===== src/rtl/spi_pkg.sv =====
// Shared types and mode encodings for the SPI shift master.
package spi_pkg;

  typedef enum logic [2:0] {
    ST_IDLE,
    ST_LEAD,
    ST_SHIFT,
    ST_TRAIL,
    ST_GAP
  } spi_state_e;

  localparam bit CPOL_IDLE_LOW     = 1'b0;
  localparam bit CPOL_IDLE_HIGH    = 1'b1;
  localparam bit CPHA_SAMPLE_LEAD  = 1'b0;
  localparam bit CPHA_SAMPLE_TRAIL = 1'b1;

endpackage


===== src/rtl/spi_clk_div.sv =====
// Half-period tick generator: tick_c marks the last clk cycle of each SCLK half-period.
module spi_clk_div #(
  parameter int unsigned CLK_DIV = 2
) (
  input  logic clk,
  input  logic reset,
  input  logic en,
  output logic tick_c
);
  localparam int unsigned CNT_W = (CLK_DIV > 1) ? $clog2(CLK_DIV) : 1;

  logic [CNT_W-1:0] cnt;

  assign tick_c = en && (cnt == CNT_W'(CLK_DIV - 1));

  // Counter restarts whenever the divider is idle so each frame begins on a full half-period.
  always_ff @(posedge clk) begin
    if (reset || !en || tick_c) begin
      cnt <= '0;
    end else begin
      cnt <= cnt + CNT_W'(1);
    end
  end

endmodule


===== src/rtl/spi_shift_master.sv =====
// SPI master: one full-duplex DATA_W-bit frame per accepted word, configurable mode and bit order.
module spi_shift_master
  import spi_pkg::*;
#(
  parameter int unsigned DATA_W    = 24,
  parameter int unsigned CLK_DIV   = 2,
  parameter bit          CPOL      = CPOL_IDLE_LOW,
  parameter bit          CPHA      = CPHA_SAMPLE_LEAD,
  parameter bit          MSB_FIRST = 1'b1,
  parameter int unsigned CS_GAP    = 2
) (
  input  logic                        clk,
  input  logic                        reset,
  input  logic [DATA_W-1:0]           tx_data,
  input  logic                        tx_valid,
  output logic                        tx_ready,
  output logic [DATA_W-1:0]           rx_data,
  output logic                        rx_valid,
  output logic                        busy,
  output logic [$clog2(DATA_W+1)-1:0] counter,
  output logic                        spi_sclk,
  output logic                        spi_cs_l,
  output logic                        spi_data,
  input  logic                        spi_miso
);
  localparam int unsigned CNT_W    = $clog2(DATA_W + 1);
  localparam int unsigned EDGES    = 2 * DATA_W;
  localparam int unsigned HALF_W   = $clog2(EDGES + 1);
  localparam int unsigned GAP_W    = (CS_GAP > 1) ? $clog2(CS_GAP) : 1;
  localparam int unsigned GAP_LAST = (CS_GAP > 0) ? CS_GAP - 1 : 0;

  spi_state_e        state, state_n;
  logic [DATA_W-1:0] tx_sr, tx_sr_n, rx_sr, rx_sr_n, rx_data_n, tx_shift_c;
  logic [HALF_W-1:0] half_cnt, half_cnt_n, edge_num_c;
  logic [CNT_W-1:0]  counter_n;
  logic [GAP_W-1:0]  gap_cnt, gap_cnt_n;
  logic              trail_end, trail_end_n;
  logic              sclk_n, cs_l_n, data_n, rx_valid_n;
  logic              div_en_c, tick_c, edge_odd_c, do_sample_c, do_shift_c;

  assign div_en_c = (state == ST_LEAD) || (state == ST_SHIFT) ||
                    ((state == ST_TRAIL) && !trail_end);

  spi_clk_div #(.CLK_DIV(CLK_DIV)) u_clk_div (
    .clk   (clk),
    .reset (reset),
    .en    (div_en_c),
    .tick_c(tick_c)
  );

  // Edge classification for the SCLK edge about to be produced (1-based).
  assign edge_num_c  = half_cnt + HALF_W'(1);
  assign edge_odd_c  = edge_num_c[0];
  assign do_sample_c = (CPHA == CPHA_SAMPLE_TRAIL) ? !edge_odd_c : edge_odd_c;
  assign do_shift_c  = (CPHA == CPHA_SAMPLE_TRAIL) ?
                       (edge_odd_c && (edge_num_c != HALF_W'(1))) :
                       (!edge_odd_c && (edge_num_c != HALF_W'(EDGES)));
  assign tx_shift_c  = MSB_FIRST ? {tx_sr[DATA_W-2:0], 1'b0} : {1'b0, tx_sr[DATA_W-1:1]};

  always_comb begin
    state_n     = state;
    tx_sr_n     = tx_sr;
    rx_sr_n     = rx_sr;
    rx_data_n   = rx_data;
    half_cnt_n  = half_cnt;
    counter_n   = counter;
    gap_cnt_n   = gap_cnt;
    trail_end_n = trail_end;
    sclk_n      = spi_sclk;
    cs_l_n      = spi_cs_l;
    data_n      = spi_data;
    rx_valid_n  = 1'b0;
    unique case (state)
      ST_IDLE: begin
        if (tx_valid) begin
          state_n    = ST_LEAD;
          tx_sr_n    = tx_data;
          rx_sr_n    = '0;
          half_cnt_n = '0;
          counter_n  = '0;
          cs_l_n     = 1'b0;
          data_n     = MSB_FIRST ? tx_data[DATA_W-1] : tx_data[0];
        end
      end
      ST_LEAD, ST_SHIFT: begin
        if (tick_c) begin
          if (half_cnt == HALF_W'(EDGES)) begin
            state_n = ST_TRAIL;
          end else begin
            state_n    = ST_SHIFT;
            sclk_n     = ~spi_sclk;
            half_cnt_n = edge_num_c;
            if (do_sample_c) begin
              rx_sr_n   = MSB_FIRST ? {rx_sr[DATA_W-2:0], spi_miso} :
                                      {spi_miso, rx_sr[DATA_W-1:1]};
              counter_n = counter + CNT_W'(1);
            end
            if (do_shift_c) begin
              tx_sr_n = tx_shift_c;
              data_n  = MSB_FIRST ? tx_shift_c[DATA_W-1] : tx_shift_c[0];
            end
          end
        end
      end
      // TRAIL ends with one extra cycle in which chip select is already released.
      ST_TRAIL: begin
        if (trail_end) begin
          trail_end_n = 1'b0;
          gap_cnt_n   = '0;
          state_n     = (CS_GAP == 0) ? ST_IDLE : ST_GAP;
        end else if (tick_c) begin
          trail_end_n = 1'b1;
          cs_l_n      = 1'b1;
          data_n      = 1'b0;
          rx_valid_n  = 1'b1;
          rx_data_n   = rx_sr;
        end
      end
      ST_GAP: begin
        if (gap_cnt == GAP_W'(GAP_LAST)) begin
          state_n = ST_IDLE;
        end else begin
          gap_cnt_n = gap_cnt + GAP_W'(1);
        end
      end
      default: state_n = ST_IDLE;
    endcase
  end

  always_ff @(posedge clk) begin
    if (reset) begin
      state     <= ST_IDLE;
      tx_sr     <= '0;
      rx_sr     <= '0;
      rx_data   <= '0;
      half_cnt  <= '0;
      counter   <= '0;
      gap_cnt   <= '0;
      trail_end <= 1'b0;
      spi_sclk  <= CPOL;
      spi_cs_l  <= 1'b1;
      spi_data  <= 1'b0;
      rx_valid  <= 1'b0;
      tx_ready  <= 1'b1;
      busy      <= 1'b0;
    end else begin
      state     <= state_n;
      tx_sr     <= tx_sr_n;
      rx_sr     <= rx_sr_n;
      rx_data   <= rx_data_n;
      half_cnt  <= half_cnt_n;
      counter   <= counter_n;
      gap_cnt   <= gap_cnt_n;
      trail_end <= trail_end_n;
      spi_sclk  <= sclk_n;
      spi_cs_l  <= cs_l_n;
      spi_data  <= data_n;
      rx_valid  <= rx_valid_n;
      tx_ready  <= (state_n == ST_IDLE);
      busy      <= (state_n != ST_IDLE);
    end
  end

endmodule


===== config.mk =====
export PLATFORM = sky130hd
export DESIGN_NAME = spi_shift_master
export DESIGN_NICKNAME = d
export VERILOG_FILES = /design/src/rtl/spi_pkg.sv /design/src/rtl/spi_clk_div.sv /design/src/rtl/spi_shift_master.sv
export SDC_FILE = /design/constraint.sdc
export NUM_CORES = 1
export LEC_CHECK = 0
export CORE_ASPECT_RATIO = 0.8
export CORE_MARGIN = 2
export CORE_UTILIZATION = 30
export DETAILED_ROUTE_END_ITERATION = 7
export DONT_BUFFER_PORTS = 1
export GPL_ROUTABILITY_DRIVEN = 0
export PLACE_DENSITY = 0.55
export SLEW_MARGIN = 20
export SYNTH_ARGS = -nofsm -noshare
export SYNTH_HDL_FRONTEND = slang
export SYNTH_HIERARCHICAL = 1
export SYNTH_SLANG_ARGS = --single-unit

===== constraint.sdc =====
create_clock -name clk -period 3.6 [get_ports clk]
set_input_delay 0.36 -clock clk [delete_from_list [all_inputs] [get_ports clk]]
set_output_delay 0.36 -clock clk [all_outputs]
set_load 0.05 [all_outputs]

* After elaboration in Yosys (flattened, before gate mapping)
Index checks and enable logic that the tools add are counted.
** Operators by class
- Muxes and demuxes :: 41
- Reduce and logical (&&, ||, !) cells :: 27
- $lt $le $gt $ge :: 0
- Add/sub/neg operators :: 4
- Multiply operators :: 0
- Bitwise gates (word level) :: 4
- Div/mod/pow operators :: 0
- Shift-type cells :: 0
- Equality and inequality tests :: 14
** Operators with widths (count)
- $mux W24 :: 4
- $mux W23 :: 4
- $pmux W24 S2 :: 1
- $pmux W23 S2 :: 1
- $mux W5 :: 4
- $mux W6 :: 3
- $mux W1 :: 14
- $mux W3 :: 4
- $ne A2 B2 Y1 const B :: 6
- $pmux W3 S4 :: 1
- $pmux W6 S2 :: 1
- $pmux W5 S2 :: 1
- $reduce_and A5 Y1 :: 2
- $reduce_and A4 Y1 :: 2
- $reduce_and A7 Y1 :: 1
- $add A6 B1 Y6 const B :: 1
- $eq A3 B2 Y1 const B :: 2
- $eq A6 B6 Y1 const B :: 1
- $logic_not A3 Y1 :: 2
- $ne A6 B6 Y1 const B :: 1
- $reduce_and A3 Y1 :: 2
- $reduce_bool A2 Y1 :: 3
- $reduce_bool A3 Y1 :: 2
- $add A5 B1 Y5 const B :: 1
- other kinds (12) :: 26
** Word-level totals
- Input port bits :: 28
- Memory bits (writable) :: 0
- Latch bits :: 0
- Word-level logic and storage cells :: 105
- Bits in read-only memories :: 0
- Flip-flop bits (word level) :: 94
- Output and inout bits :: 35
- Memories kept :: 0

* Depth between registers and ports, before layout
- Depth in word-level cells :: 7
- Gate-level depth with buffers :: 13
- Depth with buffers taken out :: 8

* Hierarchy
Netlist, hierarchy kept.
** Modules (own cells, without submodules)
- spi_shift_master :: times used 1, cells each 423, area each 3811.2 um^2, sequential area each 1861.8 um^2
- spi_clk_div :: times used 1, cells each 3, area each 40.0 um^2, sequential area each 20.0 um^2

* Least setup slack after synthesis
OpenSTA, ideal clock, no wires.
- Path kind :: flip-flop to flip-flop
- Start point :: reg state[0]
- End point :: reg half_cnt[3]
- Setup time :: 0.059 ns
- Buffers on the path :: 4
- Stages on the path, launching flop included :: 13
- Required time :: 3.541 ns
- Data arrival time :: 2.593 ns
- Path slack :: 0.948 ns
- Cells stage by stage :: dfxtp_1 buf_4 clkbuf_1 and3_1 nor3_1 and2_2 clkbuf_2 mux2i_1 a211oi_4 o21ai_2 clkbuf_1 or4_1 nand2_1
** Between the ends
- Word-level cells in the longest chain between the ends :: 6
- Elaborated cells between the ends (all ways) :: 15
- Classes of those cells :: eq/ne: 6; mux: 1; reduce/logical: 8
** RTL lines
- start: declaration :: line spi_shift_master.sv:32 : spi_state_e state, state_n;
- start signal: assignment :: line spi_shift_master.sv:147 : state <= state_n;
- $eq A3 B1 Y1 (tied with other cells) :: line spi_shift_master.sv:41 : assign div_en_c = (state == ST_LEAD) || (state == ST_SHIFT) ||
- $logic_or A1 B1 Y1 or $logic_and A1 B1 Y1 (tied branches) :: line spi_shift_master.sv:41, spi_shift_master.sv:42
- $logic_or A1 B1 Y1 (*) :: line spi_shift_master.sv:41
- via div_en_c :: line spi_shift_master.sv:39 : logic div_en_c, tick_c, edge_odd_c, do_sample_c, do_shift_c;
- $logic_and A1 B1 Y1 (*) :: line spi_clk_div.sv:14 : assign tick_c = en && (cnt == CNT_W'(CLK_DIV - 1));
- via tick_c :: line spi_shift_master.sv:39
- $ne A2 B1 Y1 (no line) (*)
- $reduce_and A4 Y1 (no line) (*)
- end signal: assignment :: line spi_shift_master.sv:151 : half_cnt <= half_cnt_n;
- end: declaration :: line spi_shift_master.sv:34 : logic [HALF_W-1:0] half_cnt, half_cnt_n, edge_num_c;
The timed path passes the listed nets; every way through them passes the cells marked *.
A chain may end at the register's enable or synchronous reset.

* Worst setup path after layout
- Start point :: reg state[0]
- End point :: reg tx_sr[5]
** Between the ends
- Word-level cells in the longest chain between the ends :: 6
- Elaborated cells between the ends (all ways) :: 16
- Classes of those cells :: eq/ne: 7; mux: 1; reduce/logical: 8
** RTL lines
- $eq A3 B1 Y1 (tied with other cells) :: line spi_shift_master.sv:41
- $logic_or A1 B1 Y1 or $logic_and A1 B1 Y1 (tied branches) :: line spi_shift_master.sv:41, spi_shift_master.sv:42
- $logic_or A1 B1 Y1 (*) :: line spi_shift_master.sv:41
- via div_en_c :: line spi_shift_master.sv:39
- $logic_and A1 B1 Y1 (*) :: line spi_clk_div.sv:14
- via tick_c :: line spi_shift_master.sv:39
- $ne A2 B1 Y1 (no line) (*)
- $reduce_and A5 Y1 (no line) (*)
- end signal: assignment :: line spi_shift_master.sv:148 : tx_sr <= tx_sr_n;
- end: declaration :: line spi_shift_master.sv:33 : logic [DATA_W-1:0] tx_sr, tx_sr_n, rx_sr, rx_sr_n, rx_data_n, tx_shift_c;
Marks and branches as above.

==> results.yml <==
outcome:
  status: "finished clean"
detailed_routing:
  drc_errors: 0
  wl_per_cell_um: 14.5
  drt_iter0_drc: 125
  drt-vias-per-instance: 5.01
  firstDrtPassIters: 4
  num_vias: 2918
  totalWireLength_um: 8440
  antenna_left: 0
die:
  ios: 63
  start_util: 0.312
  die_y_um: 105
  die-area_um2: 13800
  num_rows: 36
  chipWidth_um: 131
  core_um2: 12300
logic_synthesis:
  synth_top_area_share: 0.489
  ys_seq_area_frac: 0.489
  synthTopCellsByArea: "dfxtp_1, a21oi_1, mux2i_1, a22o_1, nand2_1"
  syn_avg_cell_area_um2: 9.04
  synth_area_um2: 3850
  synth-edff-count: 0
  ys_seq_elements: 94
  synth.largest_area_cell: "dfxtp_1"
  ys.flop_type: "dfxtp_1"
  async_flop_share: 0
  synth_nets: 457
  synthCells: 426
  yosysWarnings: 6
  synth.distinct_cells: 47
clock_network:
  htreeDepth: 3
  cts_tree: "built"
  postCtsSetupBuffers: 0
  cts.path.max_buffers: 2
  clkSinkCount: 94
  cts_made_buffers: 9
  clkTransAtPathRegs_ns: 0.06
  clock_latency_ns: 0.35
  postCtsHoldBufs: 0
  ctsResizeCount: 0
  ctsRootBufferMaster: "clkbuf_16"
placement:
  place_area_um2: 3950
  dp_slack_ns: 0.411
  hpwl_um: 5500
  portBuffers: 0
  place_inst: 567
worst_setup_path:
  worst-setup-path-type: "flop to flop"
  worstReg2RegStart: "state[0]"
  cp.required_ns: 3.87
  setup.worst_path.start_class: "flop"
  setup.worst_path.start: "state[0]"
  reg2regPathDepth: 9
  end_kind: "flop"
  worstPathMaxFanout: 31
  rrSetupSlack_ns: 0.40
  timing.rr.end: "tx_sr[5]"
  cp.arrival_ns: 3.48
sta:
  setup_viol: 0
  tightestPinTransition_ns: 1.01
  tns_ns: 0
  slew_headroom: 0.325
  setup_ws_ns: 0.399
  fin_worst_skew_ns: 0.00951
  rsz0062_at_grt: "false"
  fin_crit_sh: 0.889
  period_needed_ns: 3.20
  hold_viol: 0
  slew_violations: 0
  fmax_mhz: 312
global_routing:
  grt_pass1_wl_um: 14000
  grtUsageTotal: 0.128
  grt_remaining_overflow: 0
  antenna_found_initial: 0
  grt_pass1_vias: 2683
  grt_max_degree: 66
cells_and_area:
  fin_area_um2: 4250
  nFillCells: 1288
  stdcell_count: 583
  diodes: 0
  final_cell_mix: "dfxtp_1, a21oi_1, nand2_1, o21ai_0, or3_1"
  drive_gt1_frac: 0.0825
  nets: 438
  final_common_cell: "dfxtp_1"
  synthToLayoutAreaGrowth_pct: 10.3
min_path:
  hp-start: "reset"
  worstHoldEndpoint: "trail_end"
  hold_class: "primary input to flop"
  min_path_cells: 1
run:
  max_cap_violations: 0
pwr:
  power_leakage_nw: 1.50
  peakVddDrop_mv: 0.248
  powerDensity_nw_per_um2: 517
[report_power, final]
group,internal [mW],switching [mW],total [mW]
logic,0.0649,0.0949,0.160
clock network,0.526,0.407,0.933
registers,1.07,0.0375,1.10
total,1.66,0.539,2.20
[cell type report]
type,count,area (µm²),area share
timing repair buffer,5,37.5,0.00884
clock buffer,12,267,0.0628
multi-input combinational,292,1800,0.424
tap,171,214,0.0504
inverter,5,18.8,0.00442
sequential,94,1880,0.443
clock inverter,4,28.8,0.00678
[through the flow]
step           hold WS (ns)  total power [mW]   util
2_1_floorplan         0.400              1.27      -
3_3_place_gp          0.420              1.28  0.320
3_5_place_dp          0.414              1.29  0.320
4_1_cts              0.0669              2.23  0.344
5_1_grt              0.0628              2.29  0.344
6_report             0.0720              2.20  0.344
[worst max path at each step]
stage	endpoint	slack (ns)	depth (start not counted)
2_1_floorplan	half_cnt[3]	0.95	12
3_3_place_gp	tx_sr[10]	0.62	9
3_5_place_dp	tx_sr[12]	0.41	9
4_1_cts	tx_sr[12]	0.40	9
5_1_grt	tx_sr[9]	0.03	9
6_report	tx_sr[5]	0.40	9
[routing by layer]
layer,global-route usage,vias to the layer above,routed length (µm)
li1,-,1477,-
met1,0.171,1377,3970
met2,0.189,54,3880
met3,0.0447,10,481
met4,0.0502,0,104
met5,0,-,0
[cells by family after synthesis]
logic type | after synthesis | synth area share
AND/OR/NAND/NOR | 128 | 0.168
XOR/XNOR | 4 | 0.00910
AO/OA/AOI/OAI | 131 | 0.210
adder cells (fa/ha/maj) | 3 | 0.00975
buffers and inverters | 40 | 0.0461
multiplexers | 26 | 0.0682
flip-flops | 94 | 0.489
[cells in the mapped netlist, types with 4 or more instances]
master    instances
a21oi_1          60
a22o_1           25
buf_2             6
buf_4             4
clkbuf_1         23
dfxtp_1          94
inv_1             5
mux2i_1          24
nand2_1          53
nand3_1           6
nor2_1           12
nor3_1            6
o21ai_0          29
or3_1            27
[flip-flops by register name (all words and copies together) (netlist names), 3 cells and up]
| name | count |
|---|---|
| rx_data | 24 |
| rx_sr | 24 |
| tx_sr | 23 |
| half_cnt | 6 |
| counter | 5 |
| state | 3 |
[worst max-delay path, cell delays in order, from the launching register on]
cell and delay, ns:
dfxtp_1 0.66, nor2_1 0.22, nor3_1 0.21, and2_2 0.26, mux2i_1 0.14, a211oi_4 0.47, o21ai_2 0.31, buf_4 0.30
or3_1 0.39, a21oi_1 0.15
No activity file was read; power rests on OpenSTA's default activity.
